==> src/rtl/i2s_pkg.sv <==
// Shared definitions for the I2S receive path.
//   pair_state_t     : left/right pairing FSM states
//   CHNL_LEFT/RIGHT  : encoding of the lr_chnl strobe qualifier
//   I2S_WORD_WIDTH   : default bits per channel word
//   sat_inc8()       : 8-bit saturating increment
package i2s_pkg;

  typedef enum logic {
    WAIT_L = 1'b0,
    WAIT_R = 1'b1
  } pair_state_t;

  localparam logic CHNL_LEFT  = 1'b0;
  localparam logic CHNL_RIGHT = 1'b1;

  localparam int unsigned I2S_WORD_WIDTH = 16;

  function automatic logic [7:0] sat_inc8(input logic [7:0] v);
    return (v == 8'hFF) ? v : v + 8'd1;
  endfunction

endpackage

==> src/rtl/i2s_sync_fifo.sv <==
// First-word fall-through synchronous FIFO.
//   clk_i, rst_ni : clock, asynchronous active-low reset
//   push_i/data_i : write request and write data
//   pop_i         : read request (ignored when empty)
//   data_o        : head entry, 0 while empty
//   full_o/empty_o: status flags
//   level_o       : entries stored, 0 .. 2**DEPTH_LOG2
// A push while full is accepted when a pop happens in the same cycle.
module i2s_sync_fifo #(
  parameter int unsigned WIDTH      = 32,
  parameter int unsigned DEPTH_LOG2 = 3
) (
  input  logic                  clk_i,
  input  logic                  rst_ni,
  input  logic                  push_i,
  input  logic [WIDTH-1:0]      data_i,
  input  logic                  pop_i,
  output logic [WIDTH-1:0]      data_o,
  output logic                  full_o,
  output logic                  empty_o,
  output logic [DEPTH_LOG2:0]   level_o
);

  localparam int unsigned DEPTH = 1 << DEPTH_LOG2;
  localparam logic [DEPTH_LOG2:0] LVL_FULL = {1'b1, {DEPTH_LOG2{1'b0}}};

  logic [WIDTH-1:0]      mem_q [DEPTH];
  logic [DEPTH_LOG2-1:0] wr_ptr_q, wr_ptr_d;
  logic [DEPTH_LOG2-1:0] rd_ptr_q, rd_ptr_d;
  logic [DEPTH_LOG2:0]   level_q, level_d;
  logic                  push_ok, pop_ok;

  assign full_o  = (level_q == LVL_FULL);
  assign empty_o = (level_q == '0);
  assign level_o = level_q;
  assign data_o  = empty_o ? '0 : mem_q[rd_ptr_q];

  assign pop_ok  = pop_i && !empty_o;
  assign push_ok = push_i && (!full_o || pop_ok);

  always_comb begin
    wr_ptr_d = wr_ptr_q;
    rd_ptr_d = rd_ptr_q;
    level_d  = level_q;
    if (push_ok) wr_ptr_d = wr_ptr_q + 1'b1;
    if (pop_ok)  rd_ptr_d = rd_ptr_q + 1'b1;
    case ({push_ok, pop_ok})
      2'b10:   level_d = level_q + 1'b1;
      2'b01:   level_d = level_q - 1'b1;
      default: level_d = level_q;
    endcase
  end

  always_ff @(posedge clk_i or negedge rst_ni) begin
    if (!rst_ni) begin
      wr_ptr_q <= '0;
      rd_ptr_q <= '0;
      level_q  <= '0;
    end else begin
      wr_ptr_q <= wr_ptr_d;
      rd_ptr_q <= rd_ptr_d;
      level_q  <= level_d;
    end
  end

  // Storage is not reset; data_o is masked while empty.
  always_ff @(posedge clk_i) begin
    if (push_ok) mem_q[wr_ptr_q] <= data_i;
  end

endmodule

==> src/rtl/i2s_rx_frame_buffer.sv <==
// Pairs left/right I2S words into stereo frames and buffers them.
//   clk_i, rst_ni       : clock, asynchronous active-low reset
//   data_i, lr_chnl_i   : received word and its channel (0 left, 1 right)
//   write_i             : strobe qualifying data_i/lr_chnl_i
//   frame_o, valid_o    : head frame {left,right}, FIFO not empty
//   ready_i             : consumer accepts head when valid_o && ready_i
//   level_o             : frames stored
//   drop_o, overflow_o  : one-cycle pulses for orphan word / lost frame
//   drop_cnt_o          : saturating count of those pulses
module i2s_rx_frame_buffer
  import i2s_pkg::*;
#(
  parameter int unsigned WORD_WIDTH = I2S_WORD_WIDTH,
  parameter int unsigned DEPTH_LOG2 = 3
) (
  input  logic                    clk_i,
  input  logic                    rst_ni,
  input  logic [WORD_WIDTH-1:0]   data_i,
  input  logic                    lr_chnl_i,
  input  logic                    write_i,
  output logic [2*WORD_WIDTH-1:0] frame_o,
  output logic                    valid_o,
  input  logic                    ready_i,
  output logic [DEPTH_LOG2:0]     level_o,
  output logic                    drop_o,
  output logic                    overflow_o,
  output logic [7:0]              drop_cnt_o
);

  pair_state_t           state_q, state_d;
  logic [WORD_WIDTH-1:0] left_q, left_d;
  logic                  drop_q, drop_d;
  logic                  ovf_q, ovf_d;
  logic [7:0]            cnt_q, cnt_d;

  logic push_req, fifo_full, fifo_empty, pop;

  assign valid_o    = !fifo_empty;
  assign pop        = valid_o && ready_i;
  assign drop_o     = drop_q;
  assign overflow_o = ovf_q;
  assign drop_cnt_o = cnt_q;

  always_comb begin
    state_d  = state_q;
    left_d   = left_q;
    drop_d   = 1'b0;
    push_req = 1'b0;
    if (write_i) begin
      unique case (state_q)
        WAIT_L: begin
          if (lr_chnl_i == CHNL_LEFT) begin
            left_d  = data_i;
            state_d = WAIT_R;
          end else begin
            drop_d = 1'b1;
          end
        end
        WAIT_R: begin
          if (lr_chnl_i == CHNL_RIGHT) begin
            push_req = 1'b1;
            state_d  = WAIT_L;
          end else begin
            // Newer left word replaces the orphaned one.
            drop_d = 1'b1;
            left_d = data_i;
          end
        end
        default: state_d = WAIT_L;
      endcase
    end
    // Mirrors the FIFO acceptance rule: full is only fatal without a pop.
    ovf_d = push_req && fifo_full && !pop;
    // Counter follows the registered pulses, one per pulse cycle.
    cnt_d = (drop_q || ovf_q) ? sat_inc8(cnt_q) : cnt_q;
  end

  always_ff @(posedge clk_i or negedge rst_ni) begin
    if (!rst_ni) begin
      state_q <= WAIT_L;
      left_q  <= '0;
      drop_q  <= 1'b0;
      ovf_q   <= 1'b0;
      cnt_q   <= '0;
    end else begin
      state_q <= state_d;
      left_q  <= left_d;
      drop_q  <= drop_d;
      ovf_q   <= ovf_d;
      cnt_q   <= cnt_d;
    end
  end

  i2s_sync_fifo #(
    .WIDTH      (2*WORD_WIDTH),
    .DEPTH_LOG2 (DEPTH_LOG2)
  ) u_fifo (
    .clk_i   (clk_i),
    .rst_ni  (rst_ni),
    .push_i  (push_req),
    .data_i  ({left_q, data_i}),
    .pop_i   (pop),
    .data_o  (frame_o),
    .full_o  (fifo_full),
    .empty_o (fifo_empty),
    .level_o (level_o)
  );

endmodule

==> config.mk <==
export PLATFORM = sky130hd
export DESIGN_NAME = i2s_rx_frame_buffer
export DESIGN_NICKNAME = d
export VERILOG_FILES = /design/src/rtl/i2s_pkg.sv /design/src/rtl/i2s_sync_fifo.sv /design/src/rtl/i2s_rx_frame_buffer.sv
export SDC_FILE = /design/constraint.sdc
export NUM_CORES = 1
export LEC_CHECK = 0
export BUFFER_PORTS_ARGS = -buffer_cell sky130_fd_sc_hd__buf_2
export CAP_MARGIN = 20
export CELL_PAD_IN_SITES_DETAIL_PLACEMENT = 0
export CELL_PAD_IN_SITES_GLOBAL_PLACEMENT = 1
export CORE_UTILIZATION = 45
export CTS_CLUSTER_SIZE = 25
export DETAILED_ROUTE_END_ITERATION = 16
export PLACE_DENSITY = 0.68
export RECOVER_POWER = 25
export SLEW_MARGIN = 40
export SYNTH_ARGS = -nofsm -noshare
export SYNTH_HDL_FRONTEND = slang
export SYNTH_HIERARCHICAL = 1
export SYNTH_SLANG_ARGS = --single-unit
==> constraint.sdc <==
create_clock -name clk_i -period 5.09 [get_ports clk_i]
set_input_delay 1.2725 -clock clk_i [delete_from_list [all_inputs] [get_ports clk_i]]
set_output_delay 1.2725 -clock clk_i [all_outputs]
set_load 0.01 [all_outputs]
==> impl_metrics.sql <==
INSERT INTO impl_metrics (metric_group, metric, value, unit) VALUES
('global_route', 'combined_global_route_utilization_of_all_metal_layers', '17.93', '%'),
('routing', 'detailed_router_s_first_iteration_violation_count', '409', ''),
('logic_synthesis', 'ys_async_sr_fraction', '12.63', '%'),
('critical_path', 'critical_path.top_delay_family', 'flip-flops', ''),
('routing', 'ant_nets', '0', ''),
('routing', 'route.detailed.drc', '0', ''),
('sta', 'fin_skew', '5.921', 'ps'),
('critical_path', 'crit_slowest_cell', 'dfrtp_4', ''),
('routing', 'detailroute.via_count', '5458', ''),
('finish', 'antenna_cells_inserted', '0', ''),
('floorplan', 'coreArea', '25110', 'um2'),
('logic_synthesis', 'syn_area_per_cell', '20.78', 'um2'),
('critical_path', 'worst-path-buf-inv', '2', ''),
('critical_path', 'timing.critical_path.to_type', 'primary output', ''),
('logic_synthesis', 'synth.largest_area_cell', 'edfxtp_1', ''),
('cts', 'cts_inserted_buffers', '29', ''),
('finish', 'area_delta_synth_final', '15.38', '%'),
('global_route', 'vias_in_the_first_global_route', '5898', ''),
('power_and_ir_drop', 'leakage', '4.553', 'nW'),
('critical_path', 'critical_path_peak_fanout', '26', ''),
('run_status', 'run_status', 'completed', ''),
('sta', 'finalHoldViolations', '0', ''),
('sta', 'unrepaired_setup_endpoints_after_global_routing', 'no', ''),
('power_and_ir_drop', 'cellPowerDensity', '538.0', 'nW/um2'),
('sta', 'timing.max_slew.rel_slack', '46.28', '%'),
('finish', 'layout.nets', '667', ''),
('place', 'gp_congestion', '0.7461', ''),
('place', 'placement.setup.worst_slack', '1391', 'ps'),
('sta', 'timing_worst_slew_pin_value', '805.8', 'ps'),
('critical_path', 'critical_path_data_arrival_time', '2790', 'ps'),
('global_route', 'grt_antenna_before_repair', '0', ''),
('power_and_ir_drop', 'finalPower', '7.120', 'mW'),
('logic_synthesis', 'synthTopCellsByArea', 'edfxtp_1, mux4_2, dfrtp_1', ''),
('sta', 'holdWs', '497.7', 'ps'),
('logic_synthesis', 'synth-seq-area-share', '75.10', '%'),
('job', 'cap_viol_max_count', '0', ''),
('cts', 'post_cts_hold_buffer_count', '0', ''),
('cts', 'clk_root_buffer_cell', 'clkbuf_16', ''),
('cts', 'path_clk_slew', '60', 'ps'),
('global_route', 'grt_first_pass_wirelength', '34.78', 'mm'),
('floorplan', 'io-pin-count', '68', ''),
('cts', 'clkLatencyLatePin', '530', 'ps'),
('floorplan', 'die_h', '161.7', 'um'),
('cts', 'cts.sink_count', '293', ''),
('logic_synthesis', 'synth_warnings', '6', ''),
('global_route', 'overflow', '0', ''),
('place', 'detailedPlacementHpwl', '12.29', 'mm'),
('finish', 'drive_above_1_share', '34.34', '%'),
('logic_synthesis', 'postSynth.topFlopCell', 'edfxtp_1', ''),
('logic_synthesis', 'post_syn_nets', '580', ''),
('place', 'io_buffer_count', '67', ''),
('logic_synthesis', 'synth.top_cell.area_share', '67.02', '%'),
('routing', 'route.detailed.vias_per_inst', '5.508', ''),
('logic_synthesis', 'synth.ff_latch_count', '293', ''),
('cts', 'clock_tree.buffer_depth', '3', ''),
('sta', 'final_period_minus_worst_setup_slack', '4060', 'ps'),
('sta', 'timing.final.setup_violations', '0', ''),
('logic_synthesis', 'synth.cells.most_frequent', 'edfxtp_1, mux4_2, nor2_1, dfrtp_1, mux2i_1', ''),
('sta', 'postLayoutSetupSlackWorst', '1030', 'ps'),
('logic_synthesis', 'postSynthCellCount', '552', ''),
('global_route', 'grt_max_degree', '38', ''),
('floorplan', 'floorplan.die.width', '161.7', 'um'),
('critical_path', 'max_stage_delay_on_crit_path', '770', 'ps'),
('routing', 'routed_wire_length_per_instance', '22.61', 'um'),
('sta', 'final_min_period_over_clock_period', '79.77', '%'),
('routing', 'routed_wirelength', '22.41', 'mm'),
('critical_path', 'crit_path_cell_trace', 'buf_4 > mux4_2 > mux2i_1 > nor2_1 > buf_2', ''),
('critical_path', 'timing_worst_setup_path_type', 'reg -> out', ''),
('sta', 'fin_tns_setup', '0', 'ps'),
('floorplan', 'starting_density', '45.68', '%'),
('critical_path', 'worst_setup_path_start_kind', 'flip-flop', '');
registers in the layout, summed over array words and instances, names as in the netlist:
name and cells:
left_q 16, state_q 1, drop_cnt_o 8, u_fifo/rd_ptr_q 3
u_fifo/wr_ptr_q 3, u_fifo/level_o 4, overflow_o 1, drop_o 1
u_fifo/mem_q 256
logic make-up after synthesis:
| logic type | Yosys count | share of synthesized area (%) |
|---|---|---|
| compound gates | 19 | 1.320 |
| mux | 118 | 17.54 |
| buf+inv | 33 | 1.484 |
| flops | 293 | 75.10 |
| xor+xnor | 11 | 0.8400 |
| fa+ha+maj | 7 | 0.8291 |
| simple gates | 71 | 2.891 |
worst paths after layout:
path	from	end	slack (ps)	depth (start not counted)
setup / recovery	u_fifo/rd_ptr_q[0]$_DFFE_PN0N_	frame_o[22]	1030	5
hold / removal	state_q$_DFFE_PN0P_	state_q$_DFFE_PN0P_	500	1
setup reg to reg	u_fifo/level_o[1]$_DFFE_PN0P_	u_fifo/level_o[3]$_DFFE_PN0P_	1850	11
hold reg to reg	state_q$_DFFE_PN0P_	state_q$_DFFE_PN0P_	500	1
max in group asynchronous	rst_ni	u_fifo/rd_ptr_q[0]$_DFFE_PN0N_	3890	1
min in group asynchronous	rst_ni	drop_cnt_o[5]$_DFFE_PN0P_	750	1
placed cells by master, fill, tap and decap left out, drive strengths merged, types with 2 or more instances in the layout:
master,synthesis,final
ha,6,6
mux4,64,64
o211ai,2,2
mux2i,33,33
xor2,3,3
nand4,2,2
nand2b,3,3
clkinv,0,13
nor2b,3,3
xnor2,8,8
edfxtp,256,256
a21oi,2,2
o2111ai,2,2
and2,2,2
o21ai,4,4
clkinvlp,0,2
mux2,21,21
o31a,2,2
clkbuf,4,38
bufinv,0,4
buf,21,77
nand3,2,2
nor2,44,44
dfrtp,37,37
or3,2,2
nand2,8,8
inv,8,8
nor3,2,2
or2,2,2
where the power goes:
group | internal [mW] | leakage [nW] | switching [mW]
combinational | 0.951 | 1.33 | 0.937
clock | 1.28 | 0.477 | 0.855
sequential | 2.81 | 2.75 | 0.287
total | 5.04 | 4.55 | 2.08
metrics by stage:
step | cell area [um2] | std cells
2_1_floorplan | 11470 | 552
3_3_place_gp | 12260 | 938
3_5_place_dp | 12270 | 938
4_1_cts | 13240 | 991
5_1_grt | 13230 | 991
6_report | 13230 | 991
cell type report:
class / instances / area [um2]
timing repair buffer: 81 / 450.4
inverter: 8 / 30.03
clock inverter: 19 / 197.7
clock buffer: 34 / 774.5
sequential: 293 / 8620
multi-input combinational: 226 / 2749
fill: 2012 / 11880
tap: 330 / 412.9
per-layer routing:
metal | vias up | wire, um | GRT usage [%]
met2 | 118 | 11210 | 30.17
met5 | - | 0 | 0
li1 | 2400 | - | -
met4 | 0 | 368 | 4.545
met3 | 32 | 983 | 2.732
met1 | 2908 | 9844 | 24.70
(Power assumes the default switching activity.)
